`src/rtl/axil_master_arbiter.sv`:
```
// Two-client round-robin arbiter that drives one AXI4-Lite master port.
// One transaction is in flight at a time; every output comes from a flop.
module axil_master_arbiter #(
    parameter int ADDR_WIDTH    = 32,
    parameter int DATA_WIDTH    = 32,
    parameter int ERR_CNT_WIDTH = 8
) (
    input  logic                     clk,
    input  logic                     rst,
    input  logic                     c0_req,
    input  logic                     c0_we,
    input  logic [ADDR_WIDTH-1:0]    c0_addr,
    input  logic [DATA_WIDTH-1:0]    c0_wdata,
    output logic                     c0_done,
    input  logic                     c1_req,
    input  logic                     c1_we,
    input  logic [ADDR_WIDTH-1:0]    c1_addr,
    input  logic [DATA_WIDTH-1:0]    c1_wdata,
    output logic                     c1_done,
    output logic [DATA_WIDTH-1:0]    rsp_rdata,
    output logic [1:0]               rsp_resp,
    output logic [ERR_CNT_WIDTH-1:0] err_cnt,
    output logic [ADDR_WIDTH-1:0]    m_awaddr,
    output logic                     m_awvalid,
    input  logic                     m_awready,
    output logic [DATA_WIDTH-1:0]    m_wdata,
    output logic [DATA_WIDTH/8-1:0]  m_wstrb,
    output logic                     m_wvalid,
    input  logic                     m_wready,
    input  logic [1:0]               m_bresp,
    input  logic                     m_bvalid,
    output logic                     m_bready,
    output logic [ADDR_WIDTH-1:0]    m_araddr,
    output logic                     m_arvalid,
    input  logic                     m_arready,
    input  logic [DATA_WIDTH-1:0]    m_rdata,
    input  logic [1:0]               m_rresp,
    input  logic                     m_rvalid,
    output logic                     m_rready
);

    typedef enum logic [2:0] {
        IDLE, WR_ADDR_DATA, WR_RESP, RD_ADDR, RD_DATA, DONE
    } state_t;

    state_t                   state_q;
    logic                     last_grant_q;
    logic                     gnt_q;
    logic [ADDR_WIDTH-1:0]    addr_q;
    logic [DATA_WIDTH-1:0]    wdata_q;
    logic                     awvalid_q;
    logic                     wvalid_q;
    logic                     bready_q;
    logic                     arvalid_q;
    logic                     rready_q;
    logic                     c0_done_q;
    logic                     c1_done_q;
    logic [DATA_WIDTH-1:0]    rdata_q;
    logic [1:0]               resp_q;
    logic [ERR_CNT_WIDTH-1:0] err_q;

    logic                     pick1_d;
    logic                     sel_we_d;
    logic                     aw_ok_d;
    logic                     w_ok_d;
    logic [1:0]               cap_resp_d;
    logic                     err_inc_d;

    // Arbitration choice, handshake completion and error detection
    always_comb begin
        pick1_d    = c1_req && (!c0_req || !last_grant_q);
        sel_we_d   = pick1_d ? c1_we : c0_we;
        aw_ok_d    = !awvalid_q || m_awready;
        w_ok_d     = !wvalid_q || m_wready;
        cap_resp_d = (state_q == WR_RESP) ? m_bresp : m_rresp;
        err_inc_d  = (cap_resp_d != 2'b00) && (err_q != '1);
    end

    // Transaction sequencer with all outputs registered
    always_ff @(posedge clk or posedge rst) begin
        if (rst) begin
            state_q      <= IDLE;
            last_grant_q <= 1'b1;
            gnt_q        <= 1'b0;
            addr_q       <= '0;
            wdata_q      <= '0;
            awvalid_q    <= 1'b0;
            wvalid_q     <= 1'b0;
            bready_q     <= 1'b0;
            arvalid_q    <= 1'b0;
            rready_q     <= 1'b0;
            c0_done_q    <= 1'b0;
            c1_done_q    <= 1'b0;
            rdata_q      <= '0;
            resp_q       <= 2'b00;
            err_q        <= '0;
        end else begin
            c0_done_q <= 1'b0;
            c1_done_q <= 1'b0;
            unique case (state_q)
                IDLE: begin
                    if (c0_req || c1_req) begin
                        gnt_q        <= pick1_d;
                        last_grant_q <= pick1_d;
                        addr_q       <= pick1_d ? c1_addr : c0_addr;
                        wdata_q      <= pick1_d ? c1_wdata : c0_wdata;
                        if (sel_we_d) begin
                            awvalid_q <= 1'b1;
                            wvalid_q  <= 1'b1;
                            state_q   <= WR_ADDR_DATA;
                        end else begin
                            arvalid_q <= 1'b1;
                            state_q   <= RD_ADDR;
                        end
                    end
                end
                WR_ADDR_DATA: begin
                    if (awvalid_q && m_awready) awvalid_q <= 1'b0;
                    if (wvalid_q && m_wready)   wvalid_q  <= 1'b0;
                    if (aw_ok_d && w_ok_d) begin
                        bready_q <= 1'b1;
                        state_q  <= WR_RESP;
                    end
                end
                WR_RESP: begin
                    if (m_bvalid) begin
                        resp_q    <= m_bresp;
                        bready_q  <= 1'b0;
                        c0_done_q <= !gnt_q;
                        c1_done_q <= gnt_q;
                        if (err_inc_d) err_q <= err_q + ERR_CNT_WIDTH'(1);
                        state_q   <= DONE;
                    end
                end
                RD_ADDR: begin
                    if (m_arready) begin
                        arvalid_q <= 1'b0;
                        rready_q  <= 1'b1;
                        state_q   <= RD_DATA;
                    end
                end
                RD_DATA: begin
                    if (m_rvalid) begin
                        rdata_q   <= m_rdata;
                        resp_q    <= m_rresp;
                        rready_q  <= 1'b0;
                        c0_done_q <= !gnt_q;
                        c1_done_q <= gnt_q;
                        if (err_inc_d) err_q <= err_q + ERR_CNT_WIDTH'(1);
                        state_q   <= DONE;
                    end
                end
                DONE:    state_q <= IDLE;
                default: state_q <= IDLE;
            endcase
        end
    end

    assign c0_done   = c0_done_q;
    assign c1_done   = c1_done_q;
    assign rsp_rdata = rdata_q;
    assign rsp_resp  = resp_q;
    assign err_cnt   = err_q;
    assign m_awaddr  = addr_q;
    assign m_awvalid = awvalid_q;
    assign m_wdata   = wdata_q;
    assign m_wstrb   = '1;
    assign m_wvalid  = wvalid_q;
    assign m_bready  = bready_q;
    assign m_araddr  = addr_q;
    assign m_arvalid = arvalid_q;
    assign m_rready  = rready_q;

endmodule

```
`config.mk`:
```
export PLATFORM = sky130hd
export DESIGN_NAME = axil_master_arbiter
export DESIGN_NICKNAME = d
export VERILOG_FILES = /design/src/rtl/axil_master_arbiter.sv
export SDC_FILE = /design/constraint.sdc
export NUM_CORES = 1
export LEC_CHECK = 0
export ABC_CLOCK_PERIOD_IN_PS = 4290
export BUFFER_PORTS_ARGS = -buffer_cell sky130_fd_sc_hd__buf_2
export CORE_AREA = 5 5 122 124
export CTS_CLUSTER_SIZE = 14
export DETAILED_ROUTE_END_ITERATION = 7
export DIE_AREA = 0 0 127 129
export PLACE_DENSITY = 0.83
export SYNTH_ARGS = -nofsm -noshare
export SYNTH_HDL_FRONTEND = slang
export SYNTH_SLANG_ARGS = --single-unit
```
`constraint.sdc`:
```
create_clock -name clk -period 4.29 [get_ports clk]
set_input_delay 0.2145 -clock clk [delete_from_list [all_inputs] [get_ports clk]]
set_output_delay 0.2145 -clock clk [all_outputs]
set_load 0.005 [all_outputs]
```
---- After elaboration in Yosys (flattened, before gate mapping) ----
Index checks and enable logic that the tools add are counted.
word-level totals
  flip-flop bits (word level) ............. 118
  latch bits .............................. 0
  RAM bits ................................ 0
  ROM bits ................................ 0
  bits of input ports ..................... 175
  logic and storage cells ................. 100
  memories ................................ 0
cells by class
  add/sub/neg operators ................... 1
  multiply operators ...................... 0
  divide/modulo/power cells ............... 0
  $lt $le $gt $ge ......................... 0
  equality and inequality tests ........... 14
  shift operators ......................... 0
  multiplexer cells ....................... 40
  bitwise gates (word level) .............. 0
  reduce and logical (&&, ||, !) cells .... 30
operators by type and width
  kind                   number
  $mux W32               2
  $mux W8                3
  $ne A2 B2 Y1 const B   9
  $mux W1                16
  $pmux W8 S2            1
  $mux W3                5
  $pmux W3 S5            1
  $pmux W1 S2            7
  $reduce_and A4 Y1      3
  $reduce_bool A2 Y1     6
  $reduce_and A3 Y1      3
  $add A8 B1 Y8 const B  1
  $mux W2                4
  $ne A8 B8 Y1 const B   1
  $eq A3 B2 Y1 const B   2
  $logic_and A1 B1 Y1    5
  $logic_not A1 Y1       5
  $reduce_and A5 Y1      1
  $logic_or A1 B1 Y1     4
  $pmux W2 S2            1
  $reduce_and A2 Y1      2
  $eq A3 B1 Y1 const B   1
  $eq A3 B3 Y1 const B   1
  $logic_not A3 Y1       1

---- Logic depth before layout (Yosys ltp) ----
Gate-level depths: netlist of run 1.
  word-level depth ........................ 7
  gate-level depth with buffers ........... 7
  depth with buffers taken out ............ 6

---- Least setup slack after synthesis of run 1 ----
No wires, ideal clock.
  path type ............................... register -> register
  start point ............................. register state_q[0]
  end point ............................... register err_q[7] (netlist: err_cnt[7])
  arrival ................................. 1.591 ns
  required time ........................... 4.211 ns
  path slack .............................. 2.620 ns
  cell stages (with the launch flop) ...... 7
  path buffers ............................ 1
  clock period less this slack ............ 1.670 ns
  path through ............................ dfrtp_1 buf_4 nor3b_2 mux2i_2 nand3b_4 nor4_4 xor2_1
between the ends
  longest elaborated chain between the ends .. 7
  elaborated cells between the ends (all ways) .. 13
  classes of those cells .................. eq/ne (4); mux (5); reduce/logical (4)
RTL lines
  what                        RTL line  source
  start, declared             46        state_t state_q;
  start signal, assigned      82        state_q <= IDLE;
  start signal, assigned      110       state_q <= WR_ADDR_DATA;
  start signal, assigned      113       state_q <= RD_ADDR;
  $eq A3 B2 Y1                75, 100
  $mux W2                     75        cap_resp_d = (state_q == WR_RESP) ? m_bresp : m_rresp;
  $reduce_bool A2 Y1          76        err_inc_d = (cap_resp_d != 2'b00) && (err_q != '1);
  $logic_and A1 B1 Y1         76
  $mux W8                     --
  $mux W8 (on tied branches)  --
  $pmux W8 S2                 100       unique case (state_q)
  end signal, assigned        131       if (err_inc_d) err_q <= err_q + ERR_CNT_WIDTH'(1);
  end signal, assigned        149       if (err_inc_d) err_q <= err_q + ERR_CNT_WIDTH'(1);
  end, declared               60        logic [ERR_CNT_WIDTH-1:0] err_q;
Parallel ways exist; a longest one is shown, timed or not. The select of a mux whose other input is x is not followed.
A chain may end at the register's enable or synchronous reset.

---- Final worst setup path of run 1 ----
  start point ............................. register state_q[0]
  end point ............................... register addr_q[19] (netlist: m_araddr[19])
between the ends
  longest elaborated chain between the ends .. 2
RTL lines
  what                                RTL line  source
  $logic_not A3 Y1                    100
  $reduce_and A2 Y1 (no source line)  --
  end signal, assigned                105       addr_q <= pick1_d ? c1_addr : c0_addr;
  end, declared                       49        logic [ADDR_WIDTH-1:0] addr_q;
Every way passes these cells.

==> results of run 1 <==
## synthesized netlist by cell type
master	n
a21boi_1	1
a21o_1	2
a21oi_1	70
a22oi_1	1
a2bb2oi_1	1
a31oi_1	3
a31oi_4	1
and4bb_1	1
buf_1	1
buf_2	21
buf_4	42
conb_1	1
dfrtp_1	117
dfstp_2	1
ha_1	1
inv_1	9
mux2_1	1
mux2_2	34
mux2i_1	68
mux2i_2	1
nand2_1	10
nand2b_1	1
nand3_1	5
nand3b_4	1
nor2_1	74
nor2b_1	2
nor3_1	3
nor3_2	1
nor3b_2	1
nor4_1	1
nor4_4	1
o21a_1	1
o21ai_0	7
o22ai_1	1
o31a_1	1
or3_1	1
xnor2_1	2
xor2_1	5
## per-stage QoR
stage | std cells | utilization, % | power [W]
after CTS | 969 | 55.9 | 0.00559
after floorplan | 498 | - | 0.00329
final | 970 | 55.9 | 0.00551
after global routing | 970 | 55.9 | 0.00591
after detailed placement | 937 | 51.2 | 0.00408
after global placement | 937 | 51.2 | 0.00399
## cell type report
cell class / count / area, µm²
Timing Repair Buffer: 323 / 1640
Sequential cell: 118 / 2950
Clock buffer: 20 / 457
Tap cell: 180 / 225
Multi-Input combinational cell: 307 / 2150
Clock inverter: 12 / 176
Antenna cell: 1 / 2.50
Fill cell: 1216 / 6030
Inverter: 9 / 36.3
## sequential cells by signal (all words and copies together), names as in the netlist
| signal | count |
|---|---|
| c0_done | 1 |
| rsp_resp | 2 |
| c1_done | 1 |
| m_araddr | 32 |
| m_arvalid | 1 |
| err_cnt | 8 |
| m_awvalid | 1 |
| rsp_rdata | 32 |
| state_q | 3 |
| m_wvalid | 1 |
| m_rready | 1 |
| gnt_q | 1 |
| m_bready | 1 |
| last_grant_q | 1 |
| m_wdata | 32 |
## power groups by stage
stage / clock network, W / registers, W / logic, W
2_1_floorplan: 0 / 0.00201 / 0.00128
3_3_place_gp: 0 / 0.00200 / 0.00199
3_5_place_dp: 0 / 0.00203 / 0.00205
4_1_cts: 0.00152 / 0.00202 / 0.00205
5_1_grt: 0.00158 / 0.00209 / 0.00223
6_report: 0.00149 / 0.00201 / 0.00201
## worst max-delay path by stage
stage,endpoint,slack (ns),cells past startpoint
2_1_floorplan,c0_done,0.95,1
3_3_place_gp,m_araddr[22],1.94,5
3_5_place_dp,m_araddr[19],1.84,5
4_1_cts,m_araddr[19],1.82,5
5_1_grt,m_araddr[23],1.55,5
6_report,m_araddr[19],1.80,5
## logic make-up (layout without fill, tap and decap cells)
logic type      after synthesis  count (layout)  synth area share (%)
flops                       118             118                  53.4
mux                         104             104                  19.7
simple gates                102             102                  8.37
compound gates               89              89                  8.81
buf+inv                      73             364                  8.28
xor+xnor                      7               7                  1.11
fa+ha+maj                     1               1                 0.226
other cells                   1               5                0.0678
## per-layer routing
metal / global-route usage (%) / vias to the layer above / routed length [µm]
li1: - / 2234 / -
met1: 20.1 / 2161 / 5760
met2: 31.7 / 175 / 7780
met3: 4.90 / 25 / 1110
met4: 8.01 / 0 / 323
met5: 0 / - / 0
## worst max-delay path, cell delays in order, from the launching register on
cell and delay (ns):
dfrtp_1 0.52, nor3_2 0.35, o21a_4 0.89, buf_4 0.40, nor2_1 0.07, a21oi_1 0.13
==> run_summary.xml, run 1 <==
<?xml version="1.0" encoding="UTF-8"?>
<metrics>
  <group name="sta">
    <metric name="fin_skew" unit="ns">0.0143</metric>
    <metric name="grt_setup_unrepaired" unit="">no</metric>
    <metric name="min_period_over_period" unit="%">58.0</metric>
    <metric name="holdWs" unit="ns">0.0171</metric>
    <metric name="slew_violations" unit="">0</metric>
    <metric name="timing.final.ws_setup" unit="ns">1.80</metric>
    <metric name="period_minus_slack" unit="ns">2.49</metric>
    <metric name="timing.setup.tns" unit="ns">0</metric>
    <metric name="final-hold-violation-count" unit="">0</metric>
    <metric name="timing.max_slew.rel_slack" unit="%">20.2</metric>
    <metric name="max_clock_freq" unit="GHz">0.402</metric>
    <metric name="setup_violations" unit="">0</metric>
    <metric name="worst_slew_pin_slew" unit="ns">1.19</metric>
  </group>
  <group name="setup_path">
    <metric name="worst_r2r_endpoint" unit="">m_araddr[19]</metric>
    <metric name="rrSetupSlack" unit="ns">1.80</metric>
    <metric name="crit_fanout" unit="">108</metric>
    <metric name="critPathLaunchType" unit="">register</metric>
    <metric name="timing_worst_setup_path_type" unit="">register to register</metric>
    <metric name="r2r_start" unit="">state_q[0]</metric>
    <metric name="critical_path_required" unit="ns">4.61</metric>
    <metric name="endpoint_kind" unit="">register</metric>
    <metric name="cp-startpoint" unit="">state_q[0]</metric>
    <metric name="arrival" unit="ns">2.81</metric>
    <metric name="worst_r2r_path_depth" unit="">5</metric>
  </group>
  <group name="clock_network">
    <metric name="cts.clk_slew.worst_paths" unit="ns">0.06</metric>
    <metric name="post_cts_buffers" unit="">0</metric>
    <metric name="postCtsResizedCells" unit="">0</metric>
    <metric name="clock_latency" unit="ns">0.41</metric>
    <metric name="cts_root_buf" unit="">clkbuf_16</metric>
    <metric name="cts.sink_count" unit="">118</metric>
    <metric name="max-clock-path-buffers" unit="">2</metric>
    <metric name="tritoncts_clock_tree" unit="">built</metric>
    <metric name="cts_buffers" unit="">17</metric>
    <metric name="clock_tree.htree_level_count" unit="">4</metric>
    <metric name="cts-hold-fix-buffers" unit="">0</metric>
  </group>
  <group name="yosys">
    <metric name="synth_cell_types" unit="">38</metric>
    <metric name="synth-seq-cells" unit="">118</metric>
    <metric name="yosysTopAreaCellShare" unit="%">53.0</metric>
    <metric name="synth-warning-count" unit="">0</metric>
    <metric name="postSynthAreaPerCell" unit="µm²">11.2</metric>
    <metric name="yosysSeqAreaShare" unit="%">53.4</metric>
    <metric name="post_synth_instance_area" unit="µm²">5530</metric>
    <metric name="synthTopCellsByArea" unit="">dfrtp_1 (53%), mux2i_1 (12%), mux2_2 (6.9%)</metric>
    <metric name="synthCells" unit="">495</metric>
    <metric name="synth.largest_area_cell" unit="">dfrtp_1</metric>
  </group>
  <group name="place">
    <metric name="dp_worst_setup_slack" unit="ns">1.84</metric>
    <metric name="area_after_dpl" unit="µm²">7000</metric>
    <metric name="detailedPlacementHpwl" unit="µm">11600</metric>
    <metric name="gp_congestion" unit="">0.813</metric>
    <metric name="count_of_port_buffers_added_during_placement" unit="">319</metric>
  </group>
  <group name="floorplanning">
    <metric name="initial_cell_density_of_the_core" unit="%">40.5</metric>
    <metric name="rows" unit="">43</metric>
    <metric name="fp.dieH" unit="µm">129</metric>
    <metric name="die_area" unit="µm²">16400</metric>
    <metric name="design.core.area" unit="µm²">13700</metric>
    <metric name="design.portCount" unit="">324</metric>
    <metric name="die-width" unit="µm">127</metric>
  </group>
  <group name="layout">
    <metric name="post_route_cells_drive_above_1_share" unit="%">50.4</metric>
    <metric name="mostFrequentLayoutCells" unit="">buf_2 (319), dfrtp_1 (117), nor2_1 (74)</metric>
    <metric name="finalInstanceArea" unit="µm²">7640</metric>
    <metric name="layout_commonest_cell" unit="">buf_2</metric>
    <metric name="synthToLayoutAreaGrowth" unit="%">38.1</metric>
    <metric name="finish.net_count" unit="">952</metric>
  </group>
  <group name="power_and_ir_drop">
    <metric name="switching_power" unit="W">0.00185</metric>
    <metric name="power.static_leakage" unit="nW">3.83</metric>
    <metric name="switching_fraction" unit="%">33.6</metric>
    <metric name="p_clk_share" unit="%">27.0</metric>
    <metric name="vdd.ir_drop.worst" unit="mV">0.444</metric>
    <metric name="sequential_group_share_of_total_power" unit="%">36.5</metric>
    <metric name="comb_power_share" unit="%">36.5</metric>
    <metric name="powerDensity" unit="nW/µm²">722</metric>
    <metric name="internal-power" unit="W">0.00366</metric>
  </group>
  <group name="min_path">
    <metric name="tightest_hold_check_type" unit="">input port to async pin</metric>
  </group>
  <group name="global_route">
    <metric name="total_track_usage" unit="%">17.9</metric>
    <metric name="grt_pass1_vias" unit="">4551</metric>
    <metric name="pin_count_of_the_biggest_net_entering_global_routing" unit="">109</metric>
    <metric name="global_route_wire_length_before_repair" unit="µm">23000</metric>
    <metric name="grt_overflow" unit="">0</metric>
    <metric name="initial_antenna_violation_count" unit="">1</metric>
  </group>
  <group name="drt">
    <metric name="routedWlPerCell" unit="µm">15.4</metric>
    <metric name="wirelength" unit="µm">15000</metric>
    <metric name="drc" unit="">0</metric>
    <metric name="num_vias" unit="">4595</metric>
    <metric name="first_pass_iters" unit="">5</metric>
    <metric name="final_antenna_net_count" unit="">0</metric>
    <metric name="drtIter0Drc" unit="">176</metric>
    <metric name="routed_via_density" unit="">4.74</metric>
  </group>
  <group name="job">
    <metric name="drv.max_cap_violation_count" unit="">0</metric>
  </group>
  <group name="status">
    <metric name="run_status" unit="">finished clean</metric>
  </group>
</metrics>
(Power assumes the default switching activity.)
==> inputs of run 2 (changes only) <==
Settings changed: ABC_CLOCK_PERIOD_IN_PS 4290 to 2100, CORE_AREA 5 5 122 124 to unset, CORE_MARGIN set to 5, CORE_UTILIZATION set to 40, DIE_AREA 0 0 127 129 to unset, PLACE_DENSITY 0.83 to 0.84.
Clock period 4.29 ns to 2.1 ns, I/O delays scaled along.
==> run_summary.xml, run 2 (synthesis gave the netlist of run 1 again) <==
<?xml version="1.0" encoding="UTF-8"?>
<metrics>
  <group name="place">
    <metric name="dp_worst_setup_slack" unit="ns">0.241</metric>
    <metric name="detailedPlacementHpwl" unit="µm">11900</metric>
    <metric name="count_of_port_buffers_added_during_placement" unit="">319</metric>
    <metric name="gp_congestion" unit="">0.820</metric>
  </group>
  <group name="drt">
    <metric name="routed_via_density" unit="">4.78</metric>
    <metric name="first_pass_iters" unit="">4</metric>
    <metric name="num_vias" unit="">5009</metric>
    <metric name="final_antenna_net_count" unit="">0</metric>
    <metric name="routedWlPerCell" unit="µm">16.3</metric>
    <metric name="drc" unit="">0</metric>
    <metric name="wirelength" unit="µm">17000</metric>
    <metric name="drtIter0Drc" unit="">196</metric>
  </group>
  <group name="clock_network">
    <metric name="post_cts_buffers" unit="">0</metric>
    <metric name="cts_buffers" unit="">17</metric>
    <metric name="cts.sink_count" unit="">118</metric>
    <metric name="max-clock-path-buffers" unit="">2</metric>
    <metric name="tritoncts_clock_tree" unit="">built</metric>
    <metric name="clock_latency" unit="ns">0.40</metric>
    <metric name="cts.clk_slew.worst_paths" unit="ns">0.05</metric>
    <metric name="cts_root_buf" unit="">clkbuf_16</metric>
    <metric name="clock_tree.htree_level_count" unit="">4</metric>
  </group>
  <group name="setup_path">
    <metric name="worst_path_dominant_cell_family" unit="">buffers and inverters</metric>
    <metric name="arrival" unit="ns">2.32</metric>
    <metric name="worst_r2r_endpoint" unit="">m_wdata[4]</metric>
    <metric name="path_cells" unit="">dlygate4sd3_1 &gt; buf_2 &gt; a21boi_4 &gt; buf_12 &gt; mux2i_1 &gt; dlygate4sd3_1 &gt; a21oi_1</metric>
    <metric name="critPathLaunchType" unit="">input port</metric>
    <metric name="endpoint_kind" unit="">register</metric>
    <metric name="buffers_inverters_on_critical_path" unit="">4</metric>
    <metric name="crit_fanout" unit="">43</metric>
    <metric name="worst_r2r_path_depth" unit="">5</metric>
    <metric name="top_cell_by_count_worst_path" unit="">dlygate4sd3_1</metric>
    <metric name="rrSetupSlack" unit="ns">0.12</metric>
    <metric name="timing_worst_setup_path_type" unit="">input port to register</metric>
    <metric name="critical_path_required" unit="ns">2.38</metric>
    <metric name="r2r_start" unit="">last_grant_q</metric>
    <metric name="max_stage_delay" unit="ns">0.59</metric>
    <metric name="critical_path.slowest_cell" unit="">dlygate4sd3_1</metric>
  </group>
  <group name="floorplanning">
    <metric name="design.core.area" unit="µm²">13700</metric>
    <metric name="die_area" unit="µm²">16300</metric>
    <metric name="initial_cell_density_of_the_core" unit="%">40.3</metric>
    <metric name="die-width" unit="µm">128</metric>
    <metric name="design.portCount" unit="">324</metric>
    <metric name="fp.dieH" unit="µm">128</metric>
    <metric name="rows" unit="">43</metric>
  </group>
  <group name="power_and_ir_drop">
    <metric name="power.static_leakage" unit="nW">4.16</metric>
    <metric name="powerDensity" unit="nW/µm²">1380</metric>
    <metric name="vdd.ir_drop.worst" unit="mV">0.707</metric>
  </group>
  <group name="layout">
    <metric name="layout_commonest_cell" unit="">buf_2</metric>
    <metric name="post_route_cells_drive_above_1_share" unit="%">46.3</metric>
    <metric name="nFillCells" unit="">1082</metric>
    <metric name="multi_input_area" unit="µm²">2150</metric>
    <metric name="finish.net_count" unit="">1030</metric>
    <metric name="postLayoutCoreUtil" unit="%">61.5</metric>
    <metric name="synthToLayoutAreaGrowth" unit="%">52.7</metric>
    <metric name="ff_latch_area" unit="µm²">2950</metric>
    <metric name="mostFrequentLayoutCells" unit="">buf_2 (319), dfrtp_1 (117), nor2_1 (73), dlygate4sd3_1 (73), a21oi_1 (70)</metric>
  </group>
  <group name="job">
    <metric name="drv.max_cap_violation_count" unit="">0</metric>
  </group>
  <group name="global_route">
    <metric name="initial_antenna_violation_count" unit="">1</metric>
    <metric name="pin_count_of_the_biggest_net_entering_global_routing" unit="">70</metric>
    <metric name="grt_overflow" unit="">0</metric>
    <metric name="global_route_wire_length_before_repair" unit="µm">26400</metric>
    <metric name="total_track_usage" unit="%">20.7</metric>
    <metric name="grt_pass1_vias" unit="">5068</metric>
  </group>
  <group name="sta">
    <metric name="slew_violations" unit="">0</metric>
    <metric name="grt_setup_unrepaired" unit="">no</metric>
    <metric name="setup_violations" unit="">0</metric>
    <metric name="worst_slew_pin_slew" unit="ns">0.616</metric>
    <metric name="timing.setup.tns" unit="ns">0</metric>
    <metric name="fin_skew" unit="ns">0.0105</metric>
    <metric name="min_period_over_period" unit="%">97.0</metric>
    <metric name="timing.final.ws_setup" unit="ns">0.0627</metric>
    <metric name="final-hold-violation-count" unit="">0</metric>
    <metric name="period_minus_slack" unit="ns">2.04</metric>
    <metric name="max_clock_freq" unit="GHz">0.491</metric>
    <metric name="holdWs" unit="ns">0.0163</metric>
    <metric name="timing.max_slew.rel_slack" unit="%">58.9</metric>
  </group>
  <group name="min_path">
    <metric name="worstHoldEndpoint" unit="">m_wdata[31]</metric>
    <metric name="tightest_hold_check_type" unit="">input port to register</metric>
    <metric name="start_point_of_the_worst_min_delay_path" unit="">c0_wdata[31]</metric>
    <metric name="hold-path-cell-count" unit="">3</metric>
  </group>
  <group name="status">
    <metric name="run_status" unit="">finished clean</metric>
  </group>
</metrics>
==> run 2: cell count changes in the layout (fill, tap and decap cells not counted) <==
| cell | previous run | this run |
|---|---|---|
| inv_4 | 1 | 0 |
| clkbuf_1 | 1 | 3 |
| dlygate4sd3_1 | 0 | 73 |
| clkinv_4 | 3 | 1 |
| buf_4 | 3 | 4 |
| clkinv_2 | 3 | 2 |
| buf_12 | 1 | 4 |
| nor2_1 | 74 | 73 |
| diode_2 | 1 | 2 |
| clkbuf_8 | 2 | 3 |
| buf_6 | 0 | 1 |
| nor2_2 | 0 | 1 |
==> run 2: area by class of cell <==
type	count	area share, %
antenna	2	0.0593
clock buffer	23	5.66
clock inverter	8	1.73
inverter	9	0.445
multi-input combinational	307	25.4
sequential	118	35.0
tap	180	2.67
timing repair buffer	401	29.0
==> run 2: how the worst max path moves through the flow <==
stage	end	slack [ns]	start	cells after the start
6_report	m_wdata[4]	0.06	c0_req	7
5_1_grt	m_araddr[21]	0.01	c0_req	7
4_1_cts	m_wdata[30]	0.15	c0_req	7
3_5_place_dp	rsp_rdata[18]	0.24	state_q[0]	3
3_3_place_gp	rsp_rdata[15]	0.31	state_q[0]	3
2_1_floorplan	err_cnt[7]	0.43	state_q[0]	6
==> run 2: power breakdown <==
group          total [W]  switching (W)  internal (W)
logic            0.00444        0.00217       0.00226
clock network    0.00305       0.000976       0.00207
registers        0.00413       0.000757       0.00338
total             0.0116        0.00391       0.00771
==> run 2: metrics by stage <==
| step | power (W) | cells | instance area, µm² |
|---|---|---|---|
| after floorplan | 0.00673 | 498 | 5540 |
| after global placement | 0.00821 | 942 | 7080 |
| after detailed placement | 0.00841 | 942 | 7080 |
| after CTS | 0.0117 | 1046 | 8430 |
| after global routing | 0.0124 | 1047 | 8440 |
| final | 0.0116 | 1048 | 8440 |
==> run 2: routing by layer <==
layer	share of wire, %	up-vias	track usage [%]	wire (µm)
met5	0	-	0	0
met4	2.8	0	9.21	469
met3	7.1	40	5.18	1210
met2	54	219	37.4	9160
met1	36	2365	22.8	6200
li1	-	2385	-	-
==> run 2: tightest hold or removal path: cells and delay by family <==
| family | cells | cell delay [ns] |
|---|---|---|
| buffers and inverters | 1 | 0.08 |
| AOI/OAI and AO/OA | 1 | 0.13 |
| muxes | 1 | 0.06 |
==> run 2: repair_timing <==
item | 4_1_cts | 5_1_grt
hold buffers | 73 | 0
setup endpoints to repair | 0 | 2
resized for setup | 0 | 2
hold endpoints to repair | 174 | 0
==> inputs of run 3 (changes only) <==
Settings changed: PLACE_DENSITY 0.84 to 0.81.
==> run_summary.xml, run 3 (synthesis gave the netlist of run 1 again) <==
<?xml version="1.0" encoding="UTF-8"?>
<metrics>
  <group name="status">
    <metric name="run_status" unit="">finished clean</metric>
  </group>
  <group name="power_and_ir_drop">
    <metric name="power.static_leakage" unit="nW">4.14</metric>
    <metric name="powerDensity" unit="nW/µm²">1380</metric>
    <metric name="vdd.ir_drop.worst" unit="mV">0.681</metric>
  </group>
  <group name="setup_path">
    <metric name="max_stage_delay" unit="ns">0.58</metric>
    <metric name="path_cells" unit="">dlygate4sd3_1 &gt; buf_2 &gt; a21boi_4 &gt; buf_12 &gt; mux2i_1 &gt; dlygate4sd3_1 &gt; a21oi_1</metric>
    <metric name="critical_path.slowest_cell" unit="">dlygate4sd3_1</metric>
    <metric name="timing_worst_setup_path_type" unit="">input port to register</metric>
    <metric name="crit_fanout" unit="">49</metric>
    <metric name="top_cell_by_count_worst_path" unit="">dlygate4sd3_1</metric>
    <metric name="endpoint_kind" unit="">register</metric>
    <metric name="arrival" unit="ns">2.32</metric>
    <metric name="critical_path_required" unit="ns">2.37</metric>
    <metric name="worst_r2r_path_depth" unit="">5</metric>
    <metric name="critPathLaunchType" unit="">input port</metric>
  </group>
  <group name="job">
    <metric name="drv.max_cap_violation_count" unit="">0</metric>
  </group>
  <group name="min_path">
    <metric name="hold-path-cell-count" unit="">3</metric>
    <metric name="tightest_hold_check_type" unit="">input port to register</metric>
  </group>
  <group name="drt">
    <metric name="final_antenna_net_count" unit="">0</metric>
    <metric name="drtIter0Drc" unit="">263</metric>
    <metric name="routedWlPerCell" unit="µm">16.3</metric>
    <metric name="num_vias" unit="">5053</metric>
    <metric name="wirelength" unit="µm">17100</metric>
    <metric name="first_pass_iters" unit="">6</metric>
    <metric name="routed_via_density" unit="">4.84</metric>
    <metric name="drc" unit="">0</metric>
  </group>
  <group name="layout">
    <metric name="nFillCells" unit="">1092</metric>
    <metric name="finish.net_count" unit="">1025</metric>
    <metric name="ff_latch_area" unit="µm²">2950</metric>
    <metric name="layout_commonest_cell" unit="">buf_2</metric>
    <metric name="finalInstanceArea" unit="µm²">8370</metric>
    <metric name="postLayoutCoreUtil" unit="%">61.0</metric>
    <metric name="post_route_cells_drive_above_1_share" unit="%">46.2</metric>
    <metric name="multi_input_area" unit="µm²">2150</metric>
    <metric name="synthToLayoutAreaGrowth" unit="%">51.4</metric>
    <metric name="mostFrequentLayoutCells" unit="">buf_2 (319), dfrtp_1 (117), nor2_1 (74)</metric>
  </group>
  <group name="clock_network">
    <metric name="cts_root_buf" unit="">clkbuf_16</metric>
    <metric name="max-clock-path-buffers" unit="">2</metric>
    <metric name="tritoncts_clock_tree" unit="">built</metric>
    <metric name="post_cts_buffers" unit="">0</metric>
    <metric name="clock_latency" unit="ns">0.40</metric>
    <metric name="cts_buffers" unit="">17</metric>
    <metric name="cts.clk_slew.worst_paths" unit="ns">0.05</metric>
    <metric name="cts.sink_count" unit="">118</metric>
    <metric name="clock_tree.htree_level_count" unit="">4</metric>
  </group>
  <group name="floorplanning">
    <metric name="initial_cell_density_of_the_core" unit="%">40.3</metric>
    <metric name="fp.dieH" unit="µm">128</metric>
    <metric name="design.portCount" unit="">324</metric>
    <metric name="die-width" unit="µm">128</metric>
    <metric name="design.core.area" unit="µm²">13700</metric>
    <metric name="die_area" unit="µm²">16300</metric>
    <metric name="rows" unit="">43</metric>
  </group>
  <group name="global_route">
    <metric name="global_route_wire_length_before_repair" unit="µm">26500</metric>
    <metric name="pin_count_of_the_biggest_net_entering_global_routing" unit="">111</metric>
    <metric name="grt_pass1_vias" unit="">5305</metric>
    <metric name="total_track_usage" unit="%">20.5</metric>
    <metric name="grt_overflow" unit="">0</metric>
    <metric name="initial_antenna_violation_count" unit="">2</metric>
  </group>
  <group name="place">
    <metric name="area_after_dpl" unit="µm²">7070</metric>
    <metric name="count_of_port_buffers_added_during_placement" unit="">319</metric>
    <metric name="gp_congestion" unit="">0.774</metric>
    <metric name="detailedPlacementHpwl" unit="µm">11600</metric>
  </group>
  <group name="sta">
    <metric name="setup_violations" unit="">0</metric>
    <metric name="holdWs" unit="ns">0.0179</metric>
    <metric name="timing.setup.tns" unit="ns">0</metric>
    <metric name="timing.max_slew.rel_slack" unit="%">61.6</metric>
    <metric name="fin_skew" unit="ns">0.00745</metric>
    <metric name="min_period_over_period" unit="%">97.4</metric>
    <metric name="max_clock_freq" unit="GHz">0.489</metric>
    <metric name="worst_slew_pin_slew" unit="ns">0.576</metric>
    <metric name="slew_violations" unit="">0</metric>
    <metric name="grt_setup_unrepaired" unit="">no</metric>
    <metric name="period_minus_slack" unit="ns">2.05</metric>
    <metric name="final-hold-violation-count" unit="">0</metric>
  </group>
</metrics>
run 3: cell count changes in the layout (fill, tap and decap cells not counted), sizes merged:
cell | previous run | this run
inv | 8 | 9
clkinvlp | 2 | 1
dlygate4sd3 | 73 | 69
clkinv | 3 | 4
buf | 328 | 327
run 3: per-stage QoR:
stage	power, W	cells	setup slack (ns)
CTS	0.0116	1042	0.167
global route	0.0123	1044	0.00689
floorplan	0.00673	498	0.430
finish	0.0115	1044	0.0536
global placement	0.00822	941	0.310
detailed placement	0.00841	941	0.237
run 3: final timing paths:
path                              start             to  slack (ns)
min in group asynchronous           rst  rsp_rdata[28]        0.23
hold reg to reg                   gnt_q        c0_done        0.43
setup reg to reg           last_grant_q   m_araddr[14]        0.11
setup / recovery                 c0_req   m_araddr[14]        0.05
hold / removal             c0_wdata[20]    m_wdata[20]        0.02
max in group asynchronous           rst  rsp_rdata[19]        1.04
run 3: power by group:
part           leakage [nW]  internal [W]  switching [W]
Clock                 0.299       0.00201       0.000969
Sequential             1.36       0.00338       0.000763
Combinational          2.48       0.00225        0.00217
Total                  4.14       0.00764        0.00390
run 3: routing by layer:
layer | share of wire, % | vias to the layer above | global-route usage (%) | routed length, µm
met5 | 0 | - | 0 | 0
met4 | 4.4 | 0 | 10.5 | 749
met3 | 7.3 | 55 | 4.68 | 1250
met2 | 53 | 236 | 36.6 | 9030
met1 | 35 | 2385 | 22.6 | 6040
li1 | - | 2377 | - | -
run 3: final cells by class:
| type | count | area share (%) |
|---|---|---|
| Timing Repair Buffer | 396 | 28.6 |
| Clock buffer | 23 | 5.47 |
| Clock inverter | 9 | 1.78 |
| Tap cell | 180 | 2.69 |
| Inverter | 9 | 0.448 |
| Antenna cell | 2 | 0.0598 |
| Multi-Input combinational cell | 307 | 25.6 |
| Sequential cell | 118 | 35.3 |
run 3: repair_timing:
item,in CTS,in global routing
hold endpoints to repair,66,0
gates resized for setup,0,0
hold buffers,69,0
run 3: critical path: cells and delay by family:
kind | cells | cell delay [ns]
buffers and inverters | 4 | 1.59
AOI/OAI and AO/OA | 2 | 0.28
muxes | 1 | 0.25
